<file path="config.mk">
export PLATFORM = sky130hd
export DESIGN_NAME = alu_muldiv_seq_flat
export DESIGN_NICKNAME = d
export VERILOG_FILES = /design/src/rtl/alu_muldiv_seq_if.sv /design/src/rtl/alu_muldiv_seq.sv /design/src/flat_wrapper.sv
export SDC_FILE = /design/constraint.sdc
export NUM_CORES = 1
export LEC_CHECK = 0
export BUFFER_PORTS_ARGS = -buffer_cell sky130_fd_sc_hd__buf_2
export CORE_ASPECT_RATIO = 1.75
export CORE_MARGIN = 5
export CORE_UTILIZATION = 45
export DETAILED_ROUTE_END_ITERATION = 16
export PLACE_DENSITY = 0.75
export SLEW_MARGIN = 0
export SYNTH_ARGS = -nofsm -noshare
export SYNTH_HDL_FRONTEND = slang
export SYNTH_SLANG_ARGS = --single-unit
</file>
<file path="constraint.sdc">
create_clock -name clk -period 3.1 [get_ports clk]
set_input_delay 0.31 -clock clk [delete_from_list [all_inputs] [get_ports clk]]
set_output_delay 0.31 -clock clk [all_outputs]
set_load 0.01 [all_outputs]
</file>
<file path="src/rtl/alu_muldiv_seq_if.sv">
// Request/response and shared-ALU borrow signals of the mul/div sequencer.
// slave: sequencer side (alu_muldiv_seq); master: EX stage / requester side.
// Carries in_*/out_* handshakes plus alu_en/alu_a/alu_b/alu_op/alu_out.
`ifndef ADD_op
`define ADD_op 3'b000
`endif
`ifndef SUB_op
`define SUB_op 3'b001
`endif

interface alu_muldiv_seq_if #(parameter int W = 16);
    logic         in_valid;
    logic         in_ready;
    logic [1:0]   in_op;
    logic [W-1:0] in_a;
    logic [W-1:0] in_b;
    logic         out_valid;
    logic         out_ready;
    logic [W-1:0] out_result;
    logic         alu_en;
    logic [W-1:0] alu_a;
    logic [W-1:0] alu_b;
    logic [2:0]   alu_op;
    logic [W-1:0] alu_out;

    modport slave (
        input  in_valid, in_op, in_a, in_b, out_ready, alu_out,
        output in_ready, out_valid, out_result, alu_en, alu_a, alu_b, alu_op
    );

    modport master (
        output in_valid, in_op, in_a, in_b, out_ready, alu_out,
        input  in_ready, out_valid, out_result, alu_en, alu_a, alu_b, alu_op
    );
endinterface

</file>
<file path="src/rtl/alu_muldiv_seq.sv">
// Unsigned MUL / DIVU / REMU sequencer borrowing the shared ALU adder, one bit per cycle.
// Latency: W+1 cycles accept->out_valid (1 cycle for divide-by-zero / reserved op).
// Backpressure: in_ready only in IDLE; result held in DONE until out_ready; flush aborts.
// Ports: clk, rst (sync, active high), flush (sync abort), bus (alu_muldiv_seq_if.slave).
module alu_muldiv_seq #(
    parameter int CPU_WIDTH = 16
) (
    input  logic               clk,
    input  logic               rst,
    input  logic               flush,
    alu_muldiv_seq_if.slave    bus
);
    localparam int W  = CPU_WIDTH;
    localparam int CW = $clog2(W);
    localparam logic [1:0] OP_MUL  = 2'b00;
    localparam logic [1:0] OP_DIVU = 2'b01;
    localparam logic [1:0] OP_REMU = 2'b10;

    typedef enum logic [1:0] {IDLE, RUN, DONE} state_t;

    state_t        state_q, state_d;
    logic [1:0]    op_q,  op_d;
    logic [CW-1:0] cnt_q, cnt_d;
    logic [W-1:0]  acc_q, acc_d;   // MUL accumulator / DIV partial remainder
    logic [W-1:0]  x_q,   x_d;     // MUL multiplicand / DIV dividend (both shift left)
    logic [W-1:0]  y_q,   y_d;     // MUL multiplier (shifts right) / DIV divisor
    logic [W-1:0]  quo_q, quo_d;
    logic [W-1:0]  res_q, res_d;

    logic [W:0]    sh;             // remainder with next dividend bit shifted in
    logic          sub_ok;
    logic [W-1:0]  acc_nx;
    logic [W-1:0]  quo_nx;

    assign bus.in_ready   = (state_q == IDLE);
    assign bus.out_valid  = (state_q == DONE);
    assign bus.out_result = res_q;

    always_comb begin
        state_d    = state_q;
        op_d       = op_q;
        cnt_d      = cnt_q;
        acc_d      = acc_q;
        x_d        = x_q;
        y_d        = y_q;
        quo_d      = quo_q;
        res_d      = res_q;
        bus.alu_en = 1'b0;
        bus.alu_a  = '0;
        bus.alu_b  = '0;
        bus.alu_op = `ADD_op;
        sh         = {acc_q, x_q[W-1]};
        // The full W+1-bit compare is needed: sh can exceed any W-bit divisor.
        sub_ok     = (sh >= {1'b0, y_q});
        acc_nx     = acc_q;
        quo_nx     = quo_q;

        unique case (state_q)
            IDLE: begin
                if (bus.in_valid && !flush) begin
                    op_d  = bus.in_op;
                    x_d   = bus.in_a;
                    y_d   = bus.in_b;
                    acc_d = '0;
                    quo_d = '0;
                    cnt_d = '0;
                    if (bus.in_op == OP_MUL) begin
                        state_d = RUN;
                    end else if (bus.in_op == OP_DIVU || bus.in_op == OP_REMU) begin
                        if (bus.in_b == '0) begin
                            // Divide by zero resolves without touching the ALU.
                            state_d = DONE;
                            res_d   = (bus.in_op == OP_DIVU) ? '1 : bus.in_a;
                        end else begin
                            state_d = RUN;
                        end
                    end else begin
                        state_d = DONE;
                        res_d   = '0;
                    end
                end
            end
            RUN: begin
                bus.alu_en = 1'b1;
                cnt_d      = cnt_q + 1'b1;
                if (op_q == OP_MUL) begin
                    bus.alu_a = acc_q;
                    bus.alu_b = x_q;
                    acc_nx    = y_q[0] ? bus.alu_out : acc_q;
                    x_d       = x_q << 1;
                    y_d       = y_q >> 1;
                end else begin
                    bus.alu_a  = sh[W-1:0];
                    bus.alu_b  = y_q;
                    bus.alu_op = `SUB_op;
                    acc_nx     = sub_ok ? bus.alu_out : sh[W-1:0];
                    quo_nx     = {quo_q[W-2:0], sub_ok};
                    x_d        = x_q << 1;
                end
                acc_d = acc_nx;
                quo_d = quo_nx;
                if (cnt_q == CW'(W-1)) begin
                    state_d = DONE;
                    res_d   = (op_q == OP_DIVU) ? quo_nx : acc_nx;
                end
            end
            DONE: begin
                if (bus.out_ready) begin
                    state_d = IDLE;
                end
            end
            default: state_d = IDLE;
        endcase

        if (flush) begin
            state_d = IDLE;
        end
    end

    always_ff @(posedge clk) begin
        if (rst) begin
            state_q <= IDLE;
            op_q    <= '0;
            cnt_q   <= '0;
            acc_q   <= '0;
            x_q     <= '0;
            y_q     <= '0;
            quo_q   <= '0;
            res_q   <= '0;
        end else begin
            state_q <= state_d;
            op_q    <= op_d;
            cnt_q   <= cnt_d;
            acc_q   <= acc_d;
            x_q     <= x_d;
            y_q     <= y_d;
            quo_q   <= quo_d;
            res_q   <= res_d;
        end
    end
endmodule

</file>
<file path="src/flat_wrapper.sv">
// flat-port wrapper written by rule: the top's interface ports become plain ports
module alu_muldiv_seq_flat 
#(
    parameter int CPU_WIDTH = 16
)
  (clk, rst, flush, bus_in_valid, bus_in_op, bus_in_a, bus_in_b, bus_out_ready, bus_alu_out, bus_in_ready, bus_out_valid, bus_out_result, bus_alu_en, bus_alu_a, bus_alu_b, bus_alu_op);
  alu_muldiv_seq_if #(.W((16))) bus_i ();
  input  logic clk;
  input  logic rst;
  input  logic flush;
  input wire logic [$bits(bus_i.in_valid)-1:0] bus_in_valid;
  input wire logic [$bits(bus_i.in_op)-1:0] bus_in_op;
  input wire logic [$bits(bus_i.in_a)-1:0] bus_in_a;
  input wire logic [$bits(bus_i.in_b)-1:0] bus_in_b;
  input wire logic [$bits(bus_i.out_ready)-1:0] bus_out_ready;
  input wire logic [$bits(bus_i.alu_out)-1:0] bus_alu_out;
  output wire logic [$bits(bus_i.in_ready)-1:0] bus_in_ready;
  output wire logic [$bits(bus_i.out_valid)-1:0] bus_out_valid;
  output wire logic [$bits(bus_i.out_result)-1:0] bus_out_result;
  output wire logic [$bits(bus_i.alu_en)-1:0] bus_alu_en;
  output wire logic [$bits(bus_i.alu_a)-1:0] bus_alu_a;
  output wire logic [$bits(bus_i.alu_b)-1:0] bus_alu_b;
  output wire logic [$bits(bus_i.alu_op)-1:0] bus_alu_op;
  assign bus_i.in_valid = bus_in_valid;
  assign bus_i.in_op = bus_in_op;
  assign bus_i.in_a = bus_in_a;
  assign bus_i.in_b = bus_in_b;
  assign bus_i.out_ready = bus_out_ready;
  assign bus_i.alu_out = bus_alu_out;
  assign bus_in_ready = bus_i.in_ready;
  assign bus_out_valid = bus_i.out_valid;
  assign bus_out_result = bus_i.out_result;
  assign bus_alu_en = bus_i.alu_en;
  assign bus_alu_a = bus_i.alu_a;
  assign bus_alu_b = bus_i.alu_b;
  assign bus_alu_op = bus_i.alu_op;
  alu_muldiv_seq #(.CPU_WIDTH(CPU_WIDTH)) u_core (.clk(clk), .rst(rst), .flush(flush), .bus(bus_i));
endmodule
</file>
==> results_dict.tcl, run 1 <==
set metrics [dict create \
    outcome "complete, no violations" \
    setup_violations 0 \
    antenna_found_initial 0 \
    post-route-period-util 0.8646 \
    synth_top_area_cell "dfxtp_1" \
    clock.fmax_mhz 373.1 \
    first_pass_iters 5 \
    drc 0 \
    critPathLaunchType "register" \
    numCtsBuffers 9 \
    holdCritPathClass "input port to register" \
    dieArea_um2 13410 \
    final_common_cell "nand2_1" \
    switching_share 0.2928 \
    drive_gt1_frac 0.2309 \
    sequentialPowerShare 0.430 \
    p_leak_uw 0.002278 \
    worstPathRequired_ns 3.35 \
    cts.repair.resized 0 \
    hpwl_um 12510 \
    p_int_uw 1987 \
    layout_common_cells "nand2_1 (151), buf_2 (106), dfxtp_1 (87), a21oi_1 (61), nor2_1 (57)" \
    die_x_um 89.69 \
    wl_per_cell_um 19.67 \
    area_growth_syn_to_layout_pct 17.64 \
    ctsLongestPathBuffers 2 \
    num_vias 5364 \
    routed_via_density 6.208 \
    num_antenna_cells 0 \
    async_flop_share 0 \
    setup_tns_ns 0 \
    ys.flop_type "dfxtp_1" \
    slew_headroom 0.4640 \
    power_frac_comb 0.178 \
    rsz0062_at_grt "no" \
    rows 51 \
    synth.distinct_cells 57 \
    routabilityCongestion 0.9714 \
    synth_top_cell_area_share 0.3483 \
    initial_utilization 0.4530 \
    crit_type "register to register" \
    clk_latency_ns 0.34 \
    crit_path_end_kind "register" \
    core_um2 11040 \
    p_switching_uw 822.9 \
    fin_util 0.5329 \
    io_buffers 106 \
    ys_ff_latch 87 \
    yosysWarnings 0 \
    p_clk_frac 0.392 \
    cts-htree-levels 3 \
    cap_violations 0 \
    syn_inst 644 \
    grt-ovfl-total 0 \
    clkTransAtPathRegs_ns 0.07 \
    crit_fanout 16 \
    hold_viol 0 \
    grt.total_usage 0.2567 \
    cts_tree "done" \
    synth_area_leaders "dfxtp_1 (35%), nand2_1 (11%), a21oi_1 (6.1%)" \
    worstPathArrival_ns 2.93 \
    pin_count 109 \
    grt_max_degree 55 \
    syn_avg_cell_area_um2 7.766 \
    first_iter_violations 621 \
    ctsHoldBuffers 0 \
    totalWireLength_um 16990 \
    post-cts-setup-buffer-count 0 \
    slew_violations 0 \
    die_y_um 149.5 \
    vdd_ir_drop_max_mv 0.2839 \
    cts.root.buffer_cell "clkbuf_16" \
    first_global_vias 5113 \
    grt_first_pass_wirelength_um 26600 \
    syn_area_um2 5001 \
    p_per_area_nw_per_um2 477.6 \
    synth-seq-area-share 0.3483 \
    fin_crit_ns 2.680 \
    tightest_slew_ns 0.8031 \
    fin_nets 801 \
    synth_edf_count 0 \
    clock_skew_ns 0.008859 \
    clock_sinks 87 \
    ant_nets 0 \
]
## metrics by stage
| stage | worst slack, ns | instances | hold WS [ns] | cell area (um^2) | power [uW] |
|---|---|---|---|---|---|
| final | 0.4197 | 864 | 0.2229 | 5883 | 2810 |
| after floorplan | 0.8872 | 645 | 0.3887 | 5005 | 1551 |
| after global placement | 0.5144 | 848 | 0.4608 | 5582 | 1710 |
| after CTS | 0.4371 | 864 | 0.2222 | 5883 | 2805 |
| after global routing | 0.2172 | 864 | 0.2401 | 5883 | 2910 |
| after detailed placement | 0.4182 | 848 | 0.4668 | 5582 | 1719 |
## path summary, 6_finish.rpt
| path | startpoint | cells after the start | slack [ns] | endpoint |
|---|---|---|---|---|
| worst max-delay path | u_core.y_q[12] | 8 | 0.42 | u_core.bus.out_result[9] |
| worst max register to register | u_core.y_q[12] | 8 | 0.42 | u_core.bus.out_result[9] |
| worst min-delay path | bus_in_op[1] | 3 | 0.22 | u_core.op_q[1] |
| worst min register to register | u_core.x_q[9] | 2 | 0.48 | u_core.x_q[9] |
## power by group through the flow
stage               registers [uW]  logic (uW)  clock network [uW]
floorplan                     1220         329                   0
global placement              1230         480                   0
detailed placement            1230         487                   0
CTS                           1210         490                1110
global route                  1210         543                1150
finish                        1210         499                1100
## logic make-up (layout without fill, tap and decap cells)
| family | Yosys count | count (layout) | synth area share |
|---|---|---|---|
| and+or+nand+nor | 245 | 245 | 0.2139 |
| AOI/OAI and AO/OA | 221 | 221 | 0.3265 |
| DFF | 87 | 87 | 0.3483 |
| buffers and inverters | 71 | 158 | 0.06305 |
| adders and majority gates | 19 | 19 | 0.04754 |
| other | 1 | 2 | 0.0007498 |
## cells in the mapped netlist (3+ instances only)
cell / number
buf_1: 5
a22oi_1: 29
a221oi_1: 6
o21ai_0: 30
a21o_2: 3
nor4_1: 5
a22o_1: 15
buf_4: 4
nor2_1: 58
a21oi_1: 61
a221oi_2: 10
inv_1: 21
a311o_1: 15
o21ai_1: 7
dfxtp_1: 87
ha_1: 19
o31ai_1: 15
nand2_1: 151
buf_2: 13
a311oi_1: 15
nand2b_1: 4
nand3_1: 4
clkbuf_1: 25
## per-layer routing
layer | wire [um] | GRT usage | vias up
met1 | 6510 | 0.3185 | 2540
met4 | 805 | 0.1230 | 0
met5 | 0 | 0 | -
li1 | - | - | 2489
met2 | 8552 | 0.4289 | 280
met3 | 1125 | 0.03196 | 55
## final cells by class
cell class | count | area (um^2)
Fill cell | 1104 | 5156
Multi-Input combinational cell | 487 | 2957
Sequential cell | 87 | 1742
Timing Repair Buffer | 120 | 635.6
Clock buffer | 12 | 246.5
Tap cell | 132 | 165.2
Inverter | 22 | 82.58
Clock inverter | 4 | 55.05
## flip-flops by register name (all words and copies together), names as in the netlist
signal / flops
u_core.x_q: 16
u_core.state_q: 2
u_core.op_q: 2
u_core.cnt_q: 4
u_core.y_q: 16
u_core.quo_q: 15
u_core.bus.out_result: 16
u_core.acc_q: 16
## worst max-delay path, cell delays in order (launching register included)
cell	delay [ns]
dfxtp_1	0.40
inv_1	0.10
ha_1	0.38
a21o_2	0.24
a221oi_4	0.32
and3_1	0.20
a32o_2	0.46
a221oi_1	0.22
o31ai_1	0.27
No activity file was read; power rests on OpenSTA's default activity.
==> run 2: changes to the inputs <==
--- a/config.mk
+++ b/config.mk
@@ -6,7 +6,7 @@
 export NUM_CORES = 1
 export LEC_CHECK = 0
 export BUFFER_PORTS_ARGS = -buffer_cell sky130_fd_sc_hd__buf_2
-export CORE_ASPECT_RATIO = 1.75
+export CORE_ASPECT_RATIO = 0.9
 export CORE_MARGIN = 5
 export CORE_UTILIZATION = 45
 export DETAILED_ROUTE_END_ITERATION = 16
==> run 2 against run 1 <==
- register-to-register slack got worse by 0.04 ns
- maximum frequency down 1.6%
- first-iteration DRC count increased by 6.1%
- critical endpoint is now u_core.bus.out_result[11]
- highest routed layer unchanged
==> results_dict.tcl, run 2 (same netlist as run 1, synthesis figures left out) <==
set metrics [dict create \
    fin_nets 803 \
    hold_viol 0 \
    slew_headroom 0.4528 \
    slew_violations 0 \
    r2r-end "u_core.bus.out_result[11]" \
    final_common_cell "nand2_1" \
    p_per_area_nw_per_um2 489.1 \
    drive_gt1_frac 0.2347 \
    worstPathArrival_ns 2.97 \
    setup_tns_ns 0 \
    rows 36 \
    outcome "complete, no violations" \
    p_leak_uw 0.002318 \
    power_frac_comb 0.170 \
    min_path_cells 3 \
    cap_violations 0 \
    clkTransAtPathRegs_ns 0.06 \
    initial_utilization 0.4607 \
    p_clk_frac 0.414 \
    cts-htree-levels 3 \
    clock_sinks 87 \
    p_switching_uw 806.8 \
    ctsLongestPathBuffers 2 \
    clock.fmax_mhz 367.0 \
    io_buffers 106 \
    sequentialPowerShare 0.416 \
    grt-ovfl-total 0 \
    ff2ff_setup_slack_ns 0.38 \
    clk_latency_ns 0.34 \
    ant_nets 0 \
    tightest_slew_ns 0.8181 \
    crit_type "register to register" \
    critPathSlowestCell "a32o_2" \
    wl_per_cell_um 18.92 \
    crit_path_end_kind "register" \
    num_vias 5368 \
    hpwl_um 12550 \
    cts_tree "done" \
    cts.root.buffer_cell "clkbuf_16" \
    num_antenna_cells 0 \
    core_um2 10860 \
    r2r_cells 8 \
    antenna_found_initial 0 \
    reg2reg_from "u_core.x_q[15]" \
    cpPeakStageDelay_ns 0.53 \
    layout_common_cells "nand2_1 (151), buf_2 (106), dfxtp_1 (87), a21oi_1 (61), nor2_1 (57)" \
    crit_fanout 16 \
    holdPathEnd "u_core.op_q[1]" \
    p_int_uw 2108 \
    rsz0062_at_grt "no" \
    die_y_um 110.0 \
    numCtsBuffers 9 \
    routed_via_density 6.066 \
    pin_count 109 \
    fin_crit_ns 2.724 \
    vdd_ir_drop_max_mv 0.2383 \
    post-route-period-util 0.8789 \
    drc 0 \
    first_iter_violations 659 \
    fin_area_um2 5959 \
    place_area_um2 5622 \
    routabilityCongestion 0.9447 \
    holdCritPathClass "input port to register" \
    hold_path_startpoint "bus_in_op[1]" \
    cp_cell_sequence "inv_1 > ha_1 > nand2b_1 > a41o_1 > a211oi_2 > a32o_2 > a221oi_1 > o31ai_1" \
    first_global_vias 4971 \
    area_growth_syn_to_layout_pct 19.16 \
    first_pass_iters 5 \
    grt.total_usage 0.2515 \
    grt_first_pass_wirelength_um 26310 \
    die_x_um 121.1 \
    setup_violations 0 \
    worstPathRequired_ns 3.35 \
    dieArea_um2 13320 \
    switching_share 0.2768 \
    grt_max_degree 55 \
    totalWireLength_um 16740 \
    critPathLaunchType "register" \
    clock_skew_ns 0.003613 \
    post-cts-setup-buffer-count 0 \
]
-- run 2: cell count changes in the layout (fill, tap and decap cells not counted) --
cell | before | now
clkinv_4 | 2 | 0
nor3_2 | 2 | 1
buf_4 | 14 | 16
clkinv_2 | 0 | 1
clkbuf_8 | 1 | 3
clkinvlp_4 | 1 | 0
clkbuf_1 | 2 | 0
nor3_4 | 0 | 1
bufinv_16 | 1 | 2
-- run 2: metrics by stage --
step / setup WS, ns / power, uW / hold WS [ns] / std cells / utilization
detailed placement: 0.2104 / 1715 / 0.4739 / 870 / 0.5179
global route: 0.2097 / 3020 / 0.2348 / 885 / 0.5490
floorplan: 0.8872 / 1551 / 0.3887 / 645 / -
global placement: 0.3352 / 1702 / 0.4603 / 870 / 0.5179
CTS: 0.2062 / 2898 / 0.2227 / 885 / 0.5484
finish: 0.3755 / 2915 / 0.2284 / 885 / 0.5490
-- run 2: what timing repair did --
action / in CTS / in global routing
hold buffers: 0 / 0
resized for setup: 0 / 1
endpoints found under the setup margin: 0 / 5
-- run 2: worst max-delay path by stage --
stage                   startpoint                         to  slack, ns  cells after the start
floorplan           u_core.y_q[15]   u_core.bus.out_result[0]       0.89                      9
global placement     u_core.y_q[8]  u_core.bus.out_result[10]       0.34                      8
detailed placement   u_core.y_q[8]   u_core.bus.out_result[8]       0.21                      8
CTS                  u_core.y_q[8]   u_core.bus.out_result[7]       0.21                      8
global route        u_core.x_q[15]   u_core.bus.out_result[7]       0.21                      8
finish              u_core.x_q[15]  u_core.bus.out_result[11]       0.38                      8
-- run 2: layer usage --
| metal | vias up | wire length [um] | track usage |
|---|---|---|---|
| met5 | - | 0 | 0 |
| met2 | 315 | 7306 | 0.3927 |
| met1 | 2508 | 7277 | 0.3487 |
| met3 | 43 | 1634 | 0.04898 |
| li1 | 2502 | - | - |
| met4 | 0 | 524 | 0.08738 |
-- run 2: critical path, delay by kind of cell, from the launching register on --
family | cells | cell delay [ns]
simple gates | 1 | 0.16
fa+ha+maj | 1 | 0.27
buf+inv | 1 | 0.07
compound gates | 5 | 1.67
flops | 1 | 0.46
-- run 2: cell type report --
| type | count | area, um^2 |
|---|---|---|
| fillers | 988 | 4896 |
| multi-input cells | 487 | 2963 |
| flip-flops and latches | 87 | 1742 |
| repair buffers | 122 | 650.6 |
| clock buffers | 12 | 266.5 |
| well taps | 152 | 190.2 |
| inverters | 22 | 82.58 |
| clock inverters | 3 | 65.06 |
-- run 2: power groups by stage --
stage | sequential (uW) | clock [uW] | combinational, uW
after floorplan | 1220 | 0 | 329
after global placement | 1230 | 0 | 469
after detailed placement | 1230 | 0 | 482
after CTS | 1210 | 1200 | 485
after global routing | 1220 | 1270 | 539
final | 1210 | 1210 | 497
